File: src/rtl/uart_rx_ctrl.sv
// uart_rx_ctrl: UART receive frame sequencer; oversamples the line and strobes sampler/checkers mid-bit.
// Define UART_RX_FRAME_ERR_EN to add the o_frame_err output (rejected-frame / start-glitch pulse).
module uart_rx_ctrl #(
    parameter int PRESCALE   = 8,
    parameter int DATA_WIDTH = 8
) (
    input  logic                          i_clk,
    input  logic                          i_rst,
    input  logic                          i_rx_in,
    input  logic                          i_par_en,
    input  logic                          i_strt_glitch,
    input  logic                          i_par_err,
    input  logic                          i_stop_err,
    output logic                          o_samp_en,
    output logic                          o_strt_chk_en,
    output logic                          o_par_chk_en,
    output logic                          o_stop_chk_en,
    output logic                          o_deser_en,
    output logic [$clog2(DATA_WIDTH)-1:0] o_bit_idx,
    output logic [$clog2(PRESCALE)-1:0]   o_edge_cnt,
    output logic                          o_data_valid,
`ifdef UART_RX_FRAME_ERR_EN
    output logic                          o_frame_err,
`endif
    output logic                          o_busy
);

    localparam int IW = $clog2(DATA_WIDTH);
    localparam int EW = $clog2(PRESCALE);

    localparam logic [EW-1:0] WIN_LO    = EW'(PRESCALE / 2 - 1);
    localparam logic [EW-1:0] WIN_HI    = EW'(PRESCALE / 2 + 1);
    localparam logic [EW-1:0] CHK_EDGE  = EW'(PRESCALE / 2 + 2);
    localparam logic [EW-1:0] LAST_EDGE = EW'(PRESCALE - 1);
    localparam logic [IW-1:0] LAST_BIT  = IW'(DATA_WIDTH - 1);

    typedef enum logic [2:0] {
        S_IDLE,
        S_START,
        S_DATA,
        S_PARITY,
        S_STOP,
        S_DONE
    } state_t;

    state_t          r_state;
    state_t          w_next_state;
    logic [EW-1:0]   r_edge_cnt;
    logic [IW-1:0]   r_bit_idx;
    logic            r_err_flag;
    logic            r_par_en_q;
    logic            w_bit_end;
    logic            w_at_chk;
    logic            w_in_win;
    logic            w_new_frame;

    assign w_bit_end   = (r_edge_cnt == LAST_EDGE);
    assign w_at_chk    = (r_edge_cnt == CHK_EDGE);
    assign w_in_win    = (r_edge_cnt >= WIN_LO) && (r_edge_cnt <= WIN_HI);
    assign w_new_frame = (w_next_state == S_START) &&
                         ((r_state == S_IDLE) || (r_state == S_DONE));

    // The detect cycle counts as oversample 0 of the start bit, so a new frame resumes at 1.
    always_ff @(posedge i_clk) begin
        if (i_rst) begin
            r_state    <= S_IDLE;
            r_edge_cnt <= '0;
            r_bit_idx  <= '0;
            r_err_flag <= 1'b0;
            r_par_en_q <= 1'b0;
        end else begin
            r_state <= w_next_state;

            if (w_new_frame)
                r_edge_cnt <= EW'(1);
            else if ((w_next_state == S_IDLE) || (w_next_state == S_DONE) || w_bit_end)
                r_edge_cnt <= '0;
            else
                r_edge_cnt <= r_edge_cnt + 1'b1;

            if (w_next_state != S_DATA)
                r_bit_idx <= '0;
            else if ((r_state == S_DATA) && w_bit_end)
                r_bit_idx <= r_bit_idx + 1'b1;

            if ((r_state == S_IDLE) && w_new_frame)
                r_par_en_q <= i_par_en;

            if (r_state == S_DONE)
                r_err_flag <= 1'b0;
            else if ((r_state == S_PARITY) && w_at_chk)
                r_err_flag <= r_err_flag | i_par_err;
            else if ((r_state == S_STOP) && w_at_chk)
                r_err_flag <= r_err_flag | i_stop_err;
        end
    end

    // A start glitch is only looked at on the check point, which always precedes the bit end.
    always_comb begin
        w_next_state = r_state;
        case (r_state)
            S_IDLE:   if (!i_rx_in) w_next_state = S_START;
            S_START: begin
                if (w_at_chk && i_strt_glitch) w_next_state = S_IDLE;
                else if (w_bit_end)            w_next_state = S_DATA;
            end
            S_DATA: begin
                if (w_bit_end && (r_bit_idx == LAST_BIT))
                    w_next_state = r_par_en_q ? S_PARITY : S_STOP;
            end
            S_PARITY: if (w_bit_end) w_next_state = S_STOP;
            S_STOP:   if (w_bit_end) w_next_state = S_DONE;
            S_DONE:   w_next_state = i_rx_in ? S_IDLE : S_START;
            default:  w_next_state = S_IDLE;
        endcase
    end

    always_comb begin
        o_samp_en     = 1'b0;
        o_strt_chk_en = 1'b0;
        o_par_chk_en  = 1'b0;
        o_stop_chk_en = 1'b0;
        o_deser_en    = 1'b0;
        o_data_valid  = (r_state == S_DONE) && !r_err_flag;
        o_busy        = (r_state != S_IDLE);
        case (r_state)
            S_START: begin
                o_samp_en     = w_in_win;
                o_strt_chk_en = w_at_chk;
            end
            S_DATA: begin
                o_samp_en  = w_in_win;
                o_deser_en = w_at_chk;
            end
            S_PARITY: begin
                o_samp_en    = w_in_win;
                o_par_chk_en = w_at_chk;
            end
            S_STOP: begin
                o_samp_en     = w_in_win;
                o_stop_chk_en = w_at_chk;
            end
            default: ;
        endcase
    end

    assign o_edge_cnt = r_edge_cnt;
    assign o_bit_idx  = r_bit_idx;

`ifdef UART_RX_FRAME_ERR_EN
    logic r_abort;

    always_ff @(posedge i_clk) begin
        if (i_rst)
            r_abort <= 1'b0;
        else
            r_abort <= (r_state == S_START) && (w_next_state == S_IDLE);
    end

    assign o_frame_err = ((r_state == S_DONE) && r_err_flag) || r_abort;
`endif

endmodule

File: config.mk
export PLATFORM = sky130hd
export DESIGN_NAME = uart_rx_ctrl
export DESIGN_NICKNAME = d
export VERILOG_FILES = /design/src/rtl/uart_rx_ctrl.sv
export SDC_FILE = /design/constraint.sdc
export NUM_CORES = 1
export LEC_CHECK = 0
export ABC_AREA = 0
export CAP_MARGIN = 10
export CORE_ASPECT_RATIO = 1.2
export CORE_MARGIN = 2
export CORE_UTILIZATION = 40
export DETAILED_ROUTE_END_ITERATION = 8
export GPL_TIMING_DRIVEN = 0
export MAX_ROUTING_LAYER = met4
export PLACE_DENSITY = 0.66
export SYNTH_ARGS = -nofsm -noshare
export SYNTH_HDL_FRONTEND = slang
export SYNTH_SLANG_ARGS = --single-unit
File: constraint.sdc
create_clock -name i_clk -period 1.85 [get_ports i_clk]
set_input_delay 0.4625 -clock i_clk [delete_from_list [all_inputs] [get_ports i_clk]]
set_output_delay 0.4625 -clock i_clk [all_outputs]
set_load 0.05 [all_outputs]
==> reports/qor.txt, run 1 <==
Cts bufs inserted - 3
Minimum clock period - 1910 ps
Post-Syn Area - 708 um^2
Max Fclk - 525 MHz
Average wire per standard cell - 14.4 um
Setup ws final - -55.2 ps
Starting Density - 43.1%
Htree depth - 1
Max_cap viols - 0
Failing checks - setup timing
Final Setup Violations - 1
Reg2Reg Setup Slack - 190 ps
Final Hold Fails - 0
Die span in y - 50.1 um
WP data arrival - 1440 ps
Top cells by area, synth - dfxtp_1 (31%), ha_1 (11%), nor2_1 (5.3%), mux2i_1 (4.2%), nor2b_1 (3.5%)
Site Rows - 16
Overflow after GRT - 0
Syn avg cell area - 8.85 um^2
Final wirelength - 1910 um
Post-route insts no fill - 133
Vias per inst - 5.33
WHS - 545 ps
Seq/Total Area, Yosys - 31.1%
Crit path max fanout - 5
Synthesis-to-layout area growth - 68.9%
DRC - 0
Inserted Diodes - 0
Clock Latency Late Sink - 260 ps
Final core occ - 72.9%
Tightest Pin Transition - 601 ps
Global Route Usage Sum - 19.6%
Ports - 20
EDFF count, synth - 0
Critical path class - flop to output pin
Cell with the most instances after synthesis - dfxtp_1
PortBufs - 19
Cells after Synth - 80
Via Count - 709
Clock transition at path regs - 70 ps
Unique masters post-synth - 35
Synth Register Bits - 11
Drt pass-1 iters - 4
Synth top cells by count - dfxtp_1 (11), nor2_1 (10), ha_1 (6)
Vias in the first global route - 711
Synthesized Nets - 93
Die width - 42.4 um
DP Wirelength - 1240 um
Antenna violations before repair - 0
Fillcell total - 136
Clock Tree Buf Depth - 2
Top cell type by total area after synthesis - dfxtp_1
Crit path required time - 1390 ps
Max-slew headroom - 59.3%
Layout Nets - 129
CTS root buf - clkbuf_4
Placed instance count - 117
Pwr/cell area - 436 nW/um^2
TritonCTS Sinks - 11
Final Cycle Share - 103%
Worst VDD drop - 0.412 mV
GP Congestion - 0.780
Status - finished, violations left
CTS tree - done
Layout cells sized above 1 - 45.2%
Leak Pwr - 0.000507 uW
Largest net degree at the start of global routing - 11
Asr flop ratio synth - 0%
Worst setup EP type - output pin
Post-synth top area share - 31.1%
Drt first-iter violations - 25
Clk_skew - 1.59 ps
Worst setup SP type - flop
RSZ-0062 raised after global routing - yes
Core Area - 1640 um^2
Die area - 2120 um^2
Synth Warn # - 0
First-pass GRT wire length - 3130 um
HP Class - flop to flop
Slew Viols, Final - 0
Post-synth top flop - dfxtp_1
ANT nets after route - 0
-- worst max-delay path, stage by stage, from the launching register on --
cell and delay, ps:
dfxtp_4 370, ha_4 160, ha_2 180, a211oi_4 250, a221oi_4 50, buf_6 160
-- layer usage --
layer | track usage (%) | vias up | share of wire [%]
li1 | - | 358 | -
met4 | 9.90 | 0 | 2.2
met5 | - | - | 0
met3 | 1.47 | 7 | 4.2
met1 | 24.7 | 315 | 44
met2 | 31.3 | 29 | 50
-- report_power, final --
| part | switching [uW] | internal (uW) |
|---|---|---|
| combinational | 57.4 | 55.2 |
| clock | 76.6 | 83.4 |
| sequential | 8.09 | 240 |
-- what timing repair did --
action	4_1_cts	5_1_grt
hold buffers	0	0
buffers inserted	6	7
endpoints found under the setup margin	13	6
pin swaps	1	6
cloned	0	0
gates resized for setup	61	19
-- cell type report --
class	count	area, um^2	share of cell area (%)
plain buffers	4	37.5	3.14
clock buffers	4	26.3	2.20
inverters	4	15.0	1.26
multi-input cells	61	566	47.3
flip-flops and latches	11	235	19.7
well taps	18	22.5	1.88
repair buffers	31	294	24.6
-- cell usage in the layout (no fill, tap or decap), types with 4 or more instances in the layout --
cell              n
dlygate4sd2_1     6
buf_4            12
inv_1             4
buf_6             8
clkdlybuf4s50_1   6
dfxtp_1           5
nor2_2            4
nor2_1            6
-- kinds of logic after synthesis --
family | synth area share (%)
DFF | 31.1
AOI/OAI and AO/OA | 14.0
buffers and inverters | 6.36
xor gates and xnor gates | 1.24
adders and majority gates | 10.6
muxes | 4.24
and+or+nand+nor | 32.5
-- flip-flops by register name (all words and copies together) (netlist names) --
signal      count
o_edge_cnt      3
r_state         3
o_bit_idx       3
r_err_flag      1
r_par_en_q      1
-- path summary, 6_finish.rpt --
check,startpoint,to,cells past startpoint
setup reg to reg,o_edge_cnt[0],r_state[0],4
hold reg to reg,r_par_en_q,r_par_en_q,2
setup / recovery,o_edge_cnt[0],o_samp_en,5
hold / removal,r_par_en_q,r_par_en_q,2
-- through the flow --
stage | worst slack (ps) | setup TNS (ps) | total power [uW] | instance area, um^2
finish | -55.2 | -55.2 | 521 | 1200
global route | -123 | -242 | 550 | 1200
CTS | -90.1 | -90.1 | 513 | 1070
detailed placement | -621 | -2700 | 341 | 972
global placement | -616 | -2500 | 340 | 972
floorplan | -27.7 | -27.7 | 308 | 759
Power figures use the tool's default switching activity.
==> run 2: changes to the inputs <==
Settings changed: MAX_ROUTING_LAYER met4 to not set.
==> run 2 against run 1 <==
Against the previous run: the run still ends with setup timing left; sequential cell count did not move; worst setup slack is essentially flat; clock skew about the same; critical path depth is the same; global-route usage down 0.51 points; register-to-register slack hardly changed; sequential share of layout area did not move; hold slack better by 0.56 ps; non-clock buffer count unchanged; clock power barely moved; die area is the same; power is essentially flat.
==> reports/qor.txt, run 2 (synthesis gave the netlist of run 1 again) <==
Status - finished, violations left
Failing checks - setup timing
HP Class - flop to flop
Final Cycle Share - 103%
Final Hold Fails - 0
Clk_skew - 1.59 ps
ANT nets after route - 0
Site Rows - 16
Clock Tree Buf Depth - 2
Tightest Pin Transition - 601 ps
DP Wirelength - 1240 um
Core Area - 1640 um^2
CTS tree - done
Largest net degree at the start of global routing - 11
Final wirelength - 1920 um
Inserted Diodes - 0
Minimum clock period - 1910 ps
Die width - 42.4 um
Average wire per standard cell - 14.4 um
Vias per inst - 5.34
Via Count - 710
Layout Nets - 129
Leak Pwr - 0.000507 uW
Die area - 2120 um^2
Drt pass-1 iters - 4
Max_cap viols - 0
Clock Latency Late Sink - 260 ps
Vias in the first global route - 711
GP Congestion - 0.770
Crit path required time - 1390 ps
Starting Density - 43.1%
Cts hold-fix bufs - 0
Setup TNS - -55.6 ps
Worst VDD drop - 0.413 mV
Cts bufs inserted - 3
Htree depth - 1
Ports - 20
Synthesis-to-layout area growth - 68.9%
PortBufs - 19
Worst setup EP type - output pin
Slew Viols, Final - 0
Antenna violations before repair - 0
Overflow after GRT - 0
Layout cells sized above 1 - 45.2%
Max Fclk - 525 MHz
WHS - 545 ps
Critical path class - flop to output pin
Final Setup Violations - 1
Drt first-iter violations - 26
Most common cell after layout, fill and taps aside - buf_4
First-pass GRT wire length - 3130 um
Commonest cells after routing, fill and taps aside - buf_4 (12), buf_6 (8), nor2_1 (6), clkdlybuf4s50_1 (6), dlygate4sd2_1 (6)
Setup ws final - -55.6 ps
Crit path max fanout - 5
RSZ-0062 raised after global routing - yes
TritonCTS Sinks - 11
Max-slew headroom - 59.3%
Pwr/cell area - 436 nW/um^2
Fillcell total - 136
Die span in y - 50.1 um
WP data arrival - 1440 ps
Clock transition at path regs - 70 ps
Setup WS pre-CTS - -621 ps
Global Route Usage Sum - 19.1%
Worst setup SP type - flop
DRC - 0
CTS root buf - clkbuf_4
-- run 2: cell counts in the layout (fill, tap and decap cells not counted) --
No cell type changed its count.
-- run 2: report_power, final --
part	total, uW	switching (uW)	internal [uW]
clock	160	76.6	83.4
combinational	113	57.4	55.1
sequential	249	8.15	240
total	521	142	379
-- run 2: critical path: stages (launching register included) --
cell,delay (ps)
dfxtp_4,370
ha_4,160
ha_2,180
a211oi_4,250
a221oi_4,50
buf_6,160
-- run 2: final timing paths --
check / cells past startpoint / start / to / slack [ps]
hold / removal: 2 / r_par_en_q / r_par_en_q / 550
setup reg to reg: 4 / o_edge_cnt[0] / r_state[0] / 190
hold reg to reg: 2 / r_par_en_q / r_par_en_q / 550
setup / recovery: 5 / o_edge_cnt[0] / o_samp_en / -60
-- run 2: stage by stage --
stage                     cells  utilization (%)  cell area, um^2  power [uW]
after floorplan              80                -              759         308
after global placement      117             59.2              972         340
after detailed placement    117             59.2              972         341
after CTS                   127             65.3             1070         513
after global routing        133             72.9             1200         550
final                       133             72.9             1200         521
-- run 2: layout make-up --
class                           count  area (um^2)  area share (%)
Tap cell                           18         22.5            1.88
Clock buffer                        4         26.3            2.20
Timing Repair Buffer               31          294            24.6
Buffer                              4         37.5            3.14
Inverter                            4         15.0            1.26
Multi-Input combinational cell     61          566            47.3
Sequential cell                    11          235            19.7
-- run 2: what timing repair did --
| action | CTS | global route |
|---|---|---|
| setup endpoints to repair | 13 | 6 |
| pin swaps | 1 | 6 |
| resized for setup | 61 | 19 |
| setup buffers | 6 | 7 |
-- run 2: layer usage --
metal  track usage, %  share of wire (%)  vias to the layer above
met5                0                  0                        -
met4             9.90                2.2                        0
met3             1.47                4.1                        7
met2             31.3                 50                       31
met1             24.7                 44                      314
li1                 -                  -                      358
